--- src/rtl/uriscv_muldiv_pkg.sv ---
// Shared definitions for the iterative RV32M multiply/divide unit:
// funct3 op codes, FSM state encoding and iteration constants.
package uriscv_muldiv_pkg;

   localparam int XLEN     = 32;
   localparam int MD_ITERS = 32;
   localparam int CNT_W    = 5;

   typedef enum logic [2:0] {
      RV_MD_MUL    = 3'd0,
      RV_MD_MULH   = 3'd1,
      RV_MD_MULHSU = 3'd2,
      RV_MD_MULHU  = 3'd3,
      RV_MD_DIV    = 3'd4,
      RV_MD_DIVU   = 3'd5,
      RV_MD_REM    = 3'd6,
      RV_MD_REMU   = 3'd7
   } md_op_e;

   typedef enum logic [1:0] {
      MD_IDLE = 2'd0,
      MD_RUN  = 2'd1,
      MD_DONE = 2'd2
   } md_state_e;

   function automatic logic [XLEN-1:0] md_mag(input logic [XLEN-1:0] v, input logic neg);
      return neg ? (XLEN'(0) - v) : v;
   endfunction

endpackage

--- src/rtl/uriscv_muldiv_if.sv ---
// Request/result bundle between the execute stage and the mul/div unit.
interface uriscv_muldiv_if;
   import uriscv_muldiv_pkg::*;

   logic            valid_i;
   logic [2:0]      op_i;
   logic [XLEN-1:0] a_i;
   logic [XLEN-1:0] b_i;
   logic            flush_i;
   logic            ready_o;
   logic            valid_o;
   logic [XLEN-1:0] p_o;

   modport master (output valid_i, op_i, a_i, b_i, flush_i,
                   input  ready_o, valid_o, p_o);
   modport slave  (input  valid_i, op_i, a_i, b_i, flush_i,
                   output ready_o, valid_o, p_o);
endinterface

--- src/rtl/uriscv_muldiv_core.sv ---
// One iteration of the shared 64-bit shift datapath: shift-add multiply step
// or restoring divide step, selected by is_div.
module uriscv_muldiv_core
   import uriscv_muldiv_pkg::*;
#(
   parameter bit SUPPORT_MUL = 1'b1,
   parameter bit SUPPORT_DIV = 1'b1
) (
   input  logic            is_div,
   input  logic [63:0]     acc,
   input  logic [XLEN-1:0] opnd,
   output logic [63:0]     acc_nxt
);

   logic [32:0] sum;
   logic [32:0] sh;
   logic [32:0] diff;
   logic        ge;
   logic        unused_diff_msb;

   // Multiply: add multiplicand into the upper half when the multiplier LSB is set.
   assign sum  = {1'b0, acc[63:32]} + (acc[0] ? {1'b0, opnd} : 33'd0);

   // Divide: shifted partial remainder always fits in 32 bits after a successful subtract.
   assign sh   = {acc[63:32], acc[31]};
   assign ge   = (sh >= {1'b0, opnd});
   assign diff = sh - {1'b0, opnd};
   assign unused_diff_msb = diff[32];

   always_comb begin
      acc_nxt = acc;
      if (is_div) begin
         if (SUPPORT_DIV)
            acc_nxt = {(ge ? diff[31:0] : sh[31:0]), acc[30:0], ge};
      end else if (SUPPORT_MUL) begin
         acc_nxt = {sum, acc[31:1]};
      end
   end

endmodule

--- src/rtl/uriscv_muldiv.sv ---
// Iterative RV32M multiply/divide unit: FSM, iteration counter, operand
// magnitude/sign handling and the divide-by-zero / overflow fast path.
//
// state   | meaning
// MD_IDLE | ready for a request; ready_o high
// MD_RUN  | 32 datapath iterations, one per edge
// MD_DONE | result on p_o, valid_o pulses for this cycle
module uriscv_muldiv
   import uriscv_muldiv_pkg::*;
#(
   parameter bit SUPPORT_MUL = 1'b1,
   parameter bit SUPPORT_DIV = 1'b1
) (
   input  logic clk_i,
   input  logic rst_i,
   uriscv_muldiv_if.slave bus
);

   md_state_e       state, state_nxt;
   logic [CNT_W-1:0] cnt;
   logic            cnt_tc;
   logic [63:0]     acc, acc_nxt;
   logic [XLEN-1:0] opnd;
   logic [XLEN-1:0] p_q;
   logic [2:0]      op_q;
   logic            neg_q;

   logic            accept, is_div, a_sgn, b_sgn, a_neg, b_neg;
   logic [XLEN-1:0] a_mag, b_mag;
   logic            div_by0, div_ovf, disabled, fast;
   logic [XLEN-1:0] fast_res;
   logic [63:0]     prod;
   logic [XLEN-1:0] div_raw, run_res;

   assign cnt_tc      = (cnt == '0);
   assign accept      = bus.valid_i & (state == MD_IDLE) & ~bus.flush_i;
   assign bus.ready_o = (state == MD_IDLE);
   assign bus.valid_o = (state == MD_DONE) & ~bus.flush_i;
   assign bus.p_o     = p_q;

   always_comb begin
      is_div = bus.op_i[2];
      a_sgn  = 1'b0;
      b_sgn  = 1'b0;
      if (is_div) begin
         a_sgn = ~bus.op_i[0];
         b_sgn = ~bus.op_i[0];
      end else begin
         a_sgn = (bus.op_i[1:0] != 2'b11);
         b_sgn = ~bus.op_i[1];
      end
      a_neg = a_sgn & bus.a_i[31];
      b_neg = b_sgn & bus.b_i[31];
      a_mag = md_mag(bus.a_i, a_neg);
      b_mag = md_mag(bus.b_i, b_neg);
   end

   always_comb begin
      div_by0  = is_div & (bus.b_i == '0);
      div_ovf  = is_div & ~bus.op_i[0] & (bus.a_i == 32'h8000_0000) & (bus.b_i == 32'hFFFF_FFFF);
      disabled = is_div ? !SUPPORT_DIV : !SUPPORT_MUL;
      fast     = disabled | div_by0 | div_ovf;
      fast_res = '0;
      if (disabled)
         fast_res = '0;
      else if (div_by0)
         fast_res = bus.op_i[1] ? bus.a_i : 32'hFFFF_FFFF;
      else if (div_ovf)
         fast_res = bus.op_i[1] ? 32'h0 : 32'h8000_0000;
   end

   uriscv_muldiv_core #(
      .SUPPORT_MUL (SUPPORT_MUL),
      .SUPPORT_DIV (SUPPORT_DIV)
   ) u_core (
      .is_div  (op_q[2]),
      .acc     (acc),
      .opnd    (opnd),
      .acc_nxt (acc_nxt)
   );

   // Sign fix-up applied to the value the final iteration produces.
   always_comb begin
      prod    = neg_q ? (64'd0 - acc_nxt) : acc_nxt;
      div_raw = op_q[1] ? acc_nxt[63:32] : acc_nxt[31:0];
      if (op_q[2])
         run_res = md_mag(div_raw, neg_q);
      else
         run_res = (op_q == RV_MD_MUL) ? prod[31:0] : prod[63:32];
   end

   always_ff @(posedge clk_i or negedge rst_i) begin
      if (!rst_i)
         state <= MD_IDLE;
      else
         state <= state_nxt;
   end

   always_comb begin
      state_nxt = state;
      unique case (state)
         MD_IDLE: if (accept) state_nxt = fast ? MD_DONE : MD_RUN;
         MD_RUN: begin
            if (bus.flush_i)
               state_nxt = MD_IDLE;
            else if (cnt_tc)
               state_nxt = MD_DONE;
         end
         MD_DONE: state_nxt = MD_IDLE;
         default: state_nxt = MD_IDLE;
      endcase
   end

   always_ff @(posedge clk_i or negedge rst_i) begin
      if (!rst_i) begin
         cnt   <= '0;
         acc   <= '0;
         opnd  <= '0;
         op_q  <= '0;
         neg_q <= 1'b0;
         p_q   <= '0;
      end else if (accept) begin
         op_q  <= bus.op_i;
         neg_q <= (is_div & bus.op_i[1]) ? a_neg : (a_neg ^ b_neg);
         acc   <= {32'd0, (is_div ? a_mag : b_mag)};
         opnd  <= is_div ? b_mag : a_mag;
         cnt   <= CNT_W'(MD_ITERS - 1);
         if (fast)
            p_q <= fast_res;
      end else if ((state == MD_RUN) && !bus.flush_i) begin
         acc <= acc_nxt;
         if (cnt_tc)
            p_q <= run_res;
         else
            cnt <= cnt - 1'b1;
      end
   end

endmodule

--- src/flat_wrapper.sv ---
// flat-port wrapper written by rule: the top's interface ports become plain ports
module uriscv_muldiv_flat import uriscv_muldiv_pkg::*;
#(
   parameter bit SUPPORT_MUL = 1'b1,
   parameter bit SUPPORT_DIV = 1'b1
)
  (clk_i, rst_i, bus_valid_i, bus_op_i, bus_a_i, bus_b_i, bus_flush_i, bus_ready_o, bus_valid_o, bus_p_o);
  uriscv_muldiv_if bus_i ();
  input  logic clk_i;
  input  logic rst_i;
  input wire logic [$bits(bus_i.valid_i)-1:0] bus_valid_i;
  input wire logic [$bits(bus_i.op_i)-1:0] bus_op_i;
  input wire logic [$bits(bus_i.a_i)-1:0] bus_a_i;
  input wire logic [$bits(bus_i.b_i)-1:0] bus_b_i;
  input wire logic [$bits(bus_i.flush_i)-1:0] bus_flush_i;
  output wire logic [$bits(bus_i.ready_o)-1:0] bus_ready_o;
  output wire logic [$bits(bus_i.valid_o)-1:0] bus_valid_o;
  output wire logic [$bits(bus_i.p_o)-1:0] bus_p_o;
  assign bus_i.valid_i = bus_valid_i;
  assign bus_i.op_i = bus_op_i;
  assign bus_i.a_i = bus_a_i;
  assign bus_i.b_i = bus_b_i;
  assign bus_i.flush_i = bus_flush_i;
  assign bus_ready_o = bus_i.ready_o;
  assign bus_valid_o = bus_i.valid_o;
  assign bus_p_o = bus_i.p_o;
  uriscv_muldiv #(.SUPPORT_MUL(SUPPORT_MUL), .SUPPORT_DIV(SUPPORT_DIV)) u_core (.clk_i(clk_i), .rst_i(rst_i), .bus(bus_i));
endmodule
--- config.mk ---
export PLATFORM = sky130hd
export DESIGN_NAME = uriscv_muldiv_flat
export DESIGN_NICKNAME = d
export VERILOG_FILES = /design/src/rtl/uriscv_muldiv_pkg.sv /design/src/rtl/uriscv_muldiv_if.sv /design/src/rtl/uriscv_muldiv_core.sv /design/src/rtl/uriscv_muldiv.sv /design/src/flat_wrapper.sv
export SDC_FILE = /design/constraint.sdc
export NUM_CORES = 1
export LEC_CHECK = 0
export ABC_AREA = 1
export CAP_MARGIN = 20
export CORE_ASPECT_RATIO = 0.9
export CORE_MARGIN = 2
export CORE_UTILIZATION = 60
export DETAILED_ROUTE_END_ITERATION = 8
export PLACE_DENSITY_LB_ADDON = 0.1
export SLEW_MARGIN = 20
export SYNTH_ARGS = -nofsm -noshare
export SYNTH_HDL_FRONTEND = slang
export SYNTH_HIERARCHICAL = 1
export SYNTH_SLANG_ARGS = --single-unit
--- constraint.sdc ---
create_clock -name clk_i -period 3.76 [get_ports clk_i]
set_input_delay 0.94 -clock clk_i [delete_from_list [all_inputs] [get_ports clk_i]]
set_output_delay 0.94 -clock clk_i [all_outputs]
set_load 0.05 [all_outputs]
==> summary.md, run 1 <==
| Metric | Value |
|---|---|
| Top post-synthesis cells by area | `nand2_1, dfrtp_1, nand3_1` |
| Die W | `just under 200 um` |
| Syn Area/Cell | `about 5.5 um2` |
| Pin count of the biggest net entering global routing | `70` |
| Stop Error | `[ERROR GRT-0232] Routing congestion too high. Check the congestion heatmap in the GUI.` |
| Post-synth ARST share | `100%` |
| Initial Util | `60.9%` |
| Port Buffer Count | `around 100` |
| Clock sink total | `between 100 and 150` |
| Root Buffer | `clkbuf_16` |
| H-tree depth | `4` |
| Cell variety after synth | `59` |
| GPL Wtd Cong | `between 1 and 1.5` |
| Grt ovf | `10` |
| Die Ht | `175 um` |
| Std cell rows | `62` |
| Exit stage | `global routing` |
| Synthesized cell area | `0.0194 mm2` |
| CTS max path bufs | `2` |
| Top_reg_cell synth | `dfrtp_1` |
| Cell taking the most area after synthesis | `nand2_1` |
| Top-area cell type share of the netlist area | `between 20% and 30%` |
| Number of synthesized flops with an enable pin | `0` |
| YS warnings | `6` |
| I/O Pins | `~110` |
| GR repair worst EP | `u_core/bus.p_o[28]$_DFFE_PN0P_/D` |
| GRT Resource Usage Total | `approximately three quarters` |
| TritonCTS Buffers | `17` |
| Worst ep type | `register data pin` |
| Status | `did not finish` |
| Mapped Nets | `roughly 3700` |
| DP HPWL | `roughly 72 mm` |
| Post-Syn Instances | `around 3500` |
| Seq/Total Area, Yosys | `approximately 18%` |
| Synth Register Bits | `about 140` |
## cell usage after synthesis, types with 20 or more instances
cell type / count
buf_2: 23
nor2_1: 342
ha_1: 71
nand3b_1: 31
clkbuf_1: 56
o21ai_1: 24
a21oi_1: 155
nand3_1: 366
buf_6: 20
xor2_1: 55
xnor2_1: 20
nand2_2: 21
inv_1: 478
dfrtp_1: 139
nor3_1: 31
o211ai_1: 26
nand2_1: 1227
o21ai_0: 212
nand4_1: 53
## layer usage
layer,overflow,track usage [%]
met4,3,69.0
met5,0,34.9
met1,0,77.2
met3,0,65.0
met2,7,90.9
## what timing repair did
item,in CTS
pin swaps,10
resized for setup,89
endpoints found under the setup margin,23
hold buffers,0
setup buffers,7
## metrics by stage
step / instance area, um2 / setup WS [ns] / setup TNS (ns) / std cells / util, %
after floorplan: 19400 / 0.306 / 0 / 3526 / -
after global placement: 23500 / -0.368 / -3.27 / 4333 / 73.7
after detailed placement: 23500 / -0.436 / -4.08 / 4333 / 73.7
after CTS: 24400 / -0.0101 / -0.0180 / 4372 / 76.6
## cells by family after synthesis
logic type,synth area share (%)
AND/OR/NAND/NOR,47.0
buffers and inverters,13.1
AO/OA/AOI/OAI,13.8
flip-flops,17.9
XOR/XNOR,3.39
adder cells (fa/ha/maj),4.79
==> run 2: changes to the inputs <==
Settings changed: CORE_ASPECT_RATIO 0.9 to default, CORE_UTILIZATION 60 to 40, PLACE_DENSITY_LB_ADDON 0.1 to 0.15.
==> run 2 against run 1 <==
Compared with the run above:
- the flow now finishes, with violations (setup timing)
- area after synthesis unchanged
- synthesized cell count unchanged
==> summary.md, run 2 <==
| Metric | Value |
|---|---|
| Status | `finished with violations` |
| Failing checks | `setup timing` |
| Area grow syn2layout | `37.6%` |
| CTS tree | `done` |
| DP HPWL | `just under 80 mm` |
| Post-route DRC | `0` |
| Std cell rows | `80` |
| PnR worst setup slack | `-0.0771 ns` |
| Synthesized cell area | `0.0194 mm2` |
| Top-area cell type share of the netlist area | `between 20% and 30%` |
| Final layout net count | `about 4200` |
| RSZ-0062 raised after global routing | `yes` |
| GRT Resource Usage Total | `38.2%` |
| Final WL | `97.5 mm` |
| Die Ht | `between 200 and 250 um` |
| Die Area | `just over 0.05 mm2` |
| Core ar. | `0.0478 mm2` |
| Comb pwr share | `~83%` |
| Seq/Total Area, Yosys | `between 10% and 20%` |
| Initial antenna violation count | `1` |
| CP Launch Point | `u_core/opnd[29]$_DFFE_PN0P_` |
| Vias in the first global route | `about 24000` |
| Setup Viol. Count Final | `6` |
| Initial Util | `between 40% and 50%` |
| Top post-synthesis cells by area | `nand2_1, dfrtp_1, nand3_1` |
| Post-synth ARST share | `100%` |
| Synth cell count leaders | `nand2_1, inv_1, nand3_1` |
| TritonCTS Buffers | `17` |
| Max-cap violations | `0` |
| Pwr Total | `approximately 25000 uW` |
| Cell taking the most area after synthesis | `nand2_1` |
| CTS Hold Bufs | `0` |
| R2R depth | `26` |
| Clock sink total | `approximately 140` |
| Max-slew headroom | `roughly a quarter` |
| Slew Limit Fails | `0` |
| Worst Skew | `around 0.017 ns` |
| CTS max path bufs | `2` |
| Syn Area/Cell | `about 5.5 um2` |
| Clk pwr share | `7.2%` |
| Commonest non-fill, non-tap cell in the layout | `nand2_1` |
| Commonest non-fill, non-tap cells in the layout | `nand2_1, buf_4, inv_1` |
| Clk_lat worst skew | `0.49 ns` |
| CP startpoint kind | `flip-flop` |
| DR WL/cell | `between 20 and 25 um` |
| I/O Pins | `105` |
| First-pass GRT wire length | `between 100 and 150 mm` |
| Seq pwr share | `10.3%` |
| Maximum clock frequency | `0.261 GHz` |
| Worst path required time | `4.19 ns` |
| Drt first pass iters | `6` |
| Hold Worst Slack | `0.425 ns` |
| Worst setup EP type | `flip-flop` |
| Max reg flops | `64` |
| Vias per cell | `roughly 5.5` |
| Critical path fanouts, max | `7` |
| Final core occ | `a little under three fifths` |
| Die W | `224 um` |
| Cell variety after synth | `a little under 60` |
| Final Hold Fails | `0` |
| Worst slew pin tran | `1.13 ns` |
| Most common cell in the netlist | `nand2_1` |
| GPL Wtd Cong | `about 1.1` |
| Crit path kind | `flip-flop to flip-flop` |
| Peak VDD IR | `682 uV` |
| Tmin final | `3.84 ns` |
| Post-route clock period utilization | `102%` |
| Clock-pin slew on the worst setup and hold paths | `0.06 ns` |
| Critical path arrival | `4.26 ns` |
| Vias | `25700` |
| Internal power | `roughly 11000 uW` |
| Iter 0 DRT Violations | `roughly 3500` |
| Hold Crit Class | `input pin to asynchronous set/reset pin` |
| Grt ovf | `0` |
| Port Buffer Count | `approximately 100` |
| Pin count of the biggest net entering global routing | `between 100 and 150` |
| DP Worst Slack | `-0.299 ns` |
| PwrDens | `approximately 950 mW/mm2` |
| Post-Syn Instances | `around 3500` |
| Largest reg by FF count | `u_core/acc` |
| YS warnings | `6` |
| H-tree depth | `4` |
| Switching pwr | `between 10000 and 15000 uW` |
| Synth Register Bits | `around 140` |
| Final ANT Viol Nets | `0` |
| Layout cells sized above 1 | `about a quarter` |
| Mapped Nets | `~3700` |
| Reg-to-Reg Start | `u_core/opnd[29]$_DFFE_PN0P_` |
| Root Buffer | `clkbuf_16` |
| Leakage | `between 0.01 and 0.015 uW` |
| Number of synthesized flops with an enable pin | `0` |
| Switching part of the total power | `55.4%` |
| Diodes inserted | `0` |
| Top_reg_cell synth | `dfrtp_1` |
==> run 2: cell counts after synthesis <==
Identical to the previous run, type by type.
==> run 2: path summary, 6_finish.rpt <==
| kind | to | slack, ns |
|---|---|---|
| max | u_core/bus.p_o[28]$_DFFE_PN0P_ | -0.08 |
| min | u_core/bus.p_o[4]$_DFFE_PN0P_ | 0.43 |
| max reg2reg | u_core/bus.p_o[28]$_DFFE_PN0P_ | -0.08 |
| min reg2reg | u_core/bus.p_o[22]$_DFFE_PN0P_ | 0.48 |
| max in group asynchronous | u_core/acc[53]$_DFFE_PN0P_ | 2.45 |
| min in group clk_i | u_core/bus.p_o[22]$_DFFE_PN0P_ | 0.48 |
==> run 2: kinds of logic after synthesis <==
family,count (synthesis),share of synthesized area [%]
xor gates and xnor gates,75,3.39
and+or+nand+nor,2139,47.0
AOI/OAI and AO/OA,485,13.8
adders and majority gates,73,4.79
DFF,139,17.9
buffers and inverters,615,13.1
==> run 2: layout make-up <==
| type | instances | area [um2] |
|---|---|---|
| Fill cell | 4980 | 21200 |
| Tap cell | 615 | 769 |
| Sequential cell | 139 | 3500 |
| Multi-Input combinational cell | 2772 | 14900 |
| Timing Repair Buffer | 617 | 5070 |
| Clock buffer | 22 | 464 |
| Inverter | 496 | 1870 |
| Clock inverter | 10 | 130 |
==> run 2: worst max-delay path: stages (launching register included) <==
cell and delay (ns):
dfrtp_1 0.48, inv_1 0.08, ha_1 0.30, nand2_1 0.08
nor2_1 0.22, nand2_2 0.15, nor2_4 0.19, nor2_8 0.07
nand2_8 0.10, clkbuf_16 0.16, nand2_1 0.08, nand3_2 0.10
nand2_4 0.07, buf_4 0.15, nor2_2 0.12, nand2_1 0.11
nor2_1 0.28, nand2_1 0.09, o21ai_0 0.20, nand2_1 0.08
nand2_1 0.06, nand3_1 0.13, nand2_1 0.15, nand2_1 0.10
nand2_1 0.09, nand2_1 0.05, nand2_1 0.06
==> run 2: what timing repair did <==
action	in CTS	in global routing
pin swaps	15	56
setup buffers	9	13
endpoints found under the setup margin	30	32
resized for setup	117	288
gates cloned	0	1
==> run 2: power by group through the flow <==
stage / Clock [uW] / Sequential, uW / Combinational (uW)
after floorplan: 0 / 2950 / 8890
after global placement: 0 / 2550 / 18000
after detailed placement: 0 / 2550 / 18000
after CTS: 1840 / 2560 / 18600
after global routing: 1900 / 2650 / 22200
final: 1820 / 2610 / 20900
==> run 2: per-layer routing <==
layer,vias up,share of wire (%),GRT usage (%)
li1,12300,-,-
met1,11700,40,49.7
met2,1396,44,60.3
met3,307,9.3,6.62
met4,2,6.6,21.1
met5,-,0.014,0
==> run 2: through the flow <==
step	setup TNS [ns]	std cells	cell area, um2
2_1_floorplan	0	3526	19400
3_3_place_gp	-5.16	4616	24400
3_5_place_dp	-4.77	4616	24400
4_1_cts	0	4657	25500
5_1_grt	-4.56	4671	26700
6_report	-0.136	4671	26700
(Power assumes the default switching activity.)
==> run 3: changes to the inputs <==
Settings changed: RECOVER_POWER from default to 100, SLEW_MARGIN 20 to default.
==> run 3 against run 2 <==
Compared with the run above:
- the flow finishes with violations (capacitance limit, slew limit, setup timing)
- sequential share of layout area about the same
- sequential power about the same
- register-to-register slack better by 0.04 ns
- worst hold slack better by 0.055 ns
- routed wire length up 0.19%
- critical path depth up 2
- non-clock buffer count up 1
- count of clock-buffer cells in the layout unchanged
- largest power group unchanged
- final cell count about the same
- core utilization about the same
==> summary.md, run 3 (synthesized netlist as in run 2, its figures left out) <==
| Metric | Value |
|---|---|
| Status | `finished with violations` |
| Failing checks | `capacitance limit, slew limit, setup timing` |
| Std cell rows | `80` |
| Critical path's largest stage delay | `0.40 ns` |
| Maximum clock frequency | `~0.26 GHz` |
| Initial antenna violation count | `1` |
| Drt first pass iters | `6` |
| Area grow syn2layout | `37.4%` |
| RSZ-0062 raised after global routing | `yes` |
| Clock sink total | `approximately 140` |
| Hold Worst Slack | `0.480 ns` |
| PnR worst setup slack | `-0.0415 ns` |
| Hold Crit Class | `flip-flop to flip-flop` |
| I/O Pins | `around 110` |
| Post-route clock period utilization | `101%` |
| Vias per cell | `5.53` |
| CTS tree | `done` |
| TritonCTS Buffers | `17` |
| Final Hold Fails | `0` |
| Post-DP Area | `around 0.024 mm2` |
| Final design area excluding fillers | `0.0267 mm2` |
| Diodes inserted | `0` |
| Final core occ | `55.7%` |
| Clk_lat worst skew | `between 0.4 and 0.5 ns` |
| Setup Viol. Count Final | `3` |
| Port Buffer Count | `104` |
| Worst Skew | `between 0.01 and 0.015 ns` |
| Root Buffer | `clkbuf_16` |
| Post-route DRC | `0` |
| CTS Hold Bufs | `0` |
| Critical path arrival | `4.23 ns` |
| H-tree depth | `4` |
| Pin count of the biggest net entering global routing | `between 100 and 150` |
| Fillers | `between 4000 and 5000` |
| Worst setup EP type | `flip-flop` |
| Max reg flops | `64` |
| Layout cells sized above 1 | `approximately 24%` |
| Max-cap violations | `1` |
| Worst slew pin tran | `between 1.5 and 2 ns` |
| CP startpoint kind | `flip-flop` |
| Pwr Total | `25300 uW` |
| PwrDens | `949 mW/mm2` |
| Grt ovf | `0` |
| DP HPWL | `roughly 80 mm` |
| Clock-pin slew on the worst setup and hold paths | `about 0.060 ns` |
| Crit path top cell by count | `nand2_1` |
| Initial Util | `a little over 40%` |
| Worst path required time | `4.19 ns` |
| Iter 0 DRT Violations | `3399` |
| Die W | `224 um` |
| Vias in the first global route | `~24000` |
| Peak VDD IR | `slightly below 700 uV` |
| Tmin final | `approximately 3.8 ns` |
| Critical path fanouts, max | `7` |
| Slew Limit Fails | `56` |
| Final WL | `slightly below 100 mm` |
| Die Ht | `around 220 um` |
| Core ar. | `~0.048 mm2` |
| DP Worst Slack | `-0.299 ns` |
| Die Area | `0.0503 mm2` |
| Vias | `25900` |
| Max-slew headroom | `-7.49%` |
| Leakage | `~0.014 uW` |
| CTS max path bufs | `2` |
| Slowest CP cell | `dfrtp_1` |
| Final ANT Viol Nets | `0` |
| Crit path kind | `flip-flop to flip-flop` |
| Final layout net count | `4188` |
| Commonest non-fill, non-tap cell in the layout | `nand2_1` |
| First-pass GRT wire length | `~140 mm` |
| GRT Resource Usage Total | `38.2%` |
| Largest reg by FF count | `u_core/acc` |
| Commonest non-fill, non-tap cells in the layout | `nand2_1, buf_4, inv_1` |
| GPL Wtd Cong | `roughly 1.1` |
| DR WL/cell | `about 21 um` |
==> run 3: changes by cell type in the layout (fill, tap and decap cells not counted), sizes merged <==
cell / change
buf: -4
clkdlybuf4s50: -2
dlygate4sd3: +2
clkbuf: +5
==> run 3: cell type report <==
type | instances | area [um2] | area share, %
Sequential cell | 139 | 3500 | 13.1
Clock buffer | 22 | 464 | 1.74
Tap cell | 615 | 769 | 2.89
Multi-Input combinational cell | 2772 | 14900 | 55.8
Clock inverter | 10 | 130 | 0.488
Inverter | 496 | 1870 | 7.02
Timing Repair Buffer | 618 | 5050 | 18.9
==> run 3: worst max-delay path: cells and delay by family (launching register included) <==
family | cells | cell delay (ns)
buffers and inverters | 3 | 0.34
DFF | 1 | 0.40
AOI/OAI and AO/OA | 1 | 0.20
adders and majority gates | 1 | 0.33
and+or+nand+nor | 23 | 2.47
==> run 3: path summary, 6_finish.rpt <==
| path | from | to | slack (ns) | cells after the start |
|---|---|---|---|---|
| worst min register to register | u_core/bus.p_o[22]$_DFFE_PN0P_ | u_core/bus.p_o[22]$_DFFE_PN0P_ | 0.48 | 2 |
| worst max register to register | u_core/opnd[13]$_DFFE_PN0P_ | u_core/bus.p_o[28]$_DFFE_PN0P_ | -0.04 | 28 |
| worst max-delay path | u_core/opnd[13]$_DFFE_PN0P_ | u_core/bus.p_o[28]$_DFFE_PN0P_ | -0.04 | 28 |
| min in group asynchronous | rst_i | u_core/bus.p_o[4]$_DFFE_PN0P_ | 0.84 | 1 |
| max in group asynchronous | rst_i | u_core/opnd[1]$_DFFE_PN0P_ | 0.81 | 2 |
| worst min-delay path | u_core/bus.p_o[22]$_DFFE_PN0P_ | u_core/bus.p_o[22]$_DFFE_PN0P_ | 0.48 | 2 |
==> run 3: layer usage <==
layer  wire length, um  global-route usage, %  vias up
li1                  -                      -    12300
met1             39600                   49.7    11800
met2             42800                   60.3     1459
met3              9100                   6.62      283
met4              6140                   21.1        2
met5                14                      0        -
==> run 3: what timing repair did <==
item,CTS,global route
cloned,0,1
endpoints found under the setup margin,30,32
gates resized for setup,117,288
setup buffers,9,13
pin swaps,15,56
==> run 3: power by group <==
part           internal (uW)  switching (uW)  leakage, uW  total [uW]
logic                   8220           12700       0.0117       20900
registers               2040             566      0.00168        2610
clock network           1020             795     0.000284        1820
==> run 3: stage by stage <==
stage,instances,TNS (ns)
2_1_floorplan,3526,0
3_3_place_gp,4616,-5.16
3_5_place_dp,4616,-4.77
4_1_cts,4657,0
5_1_grt,4672,-4.56
6_report,4672,-0.0695
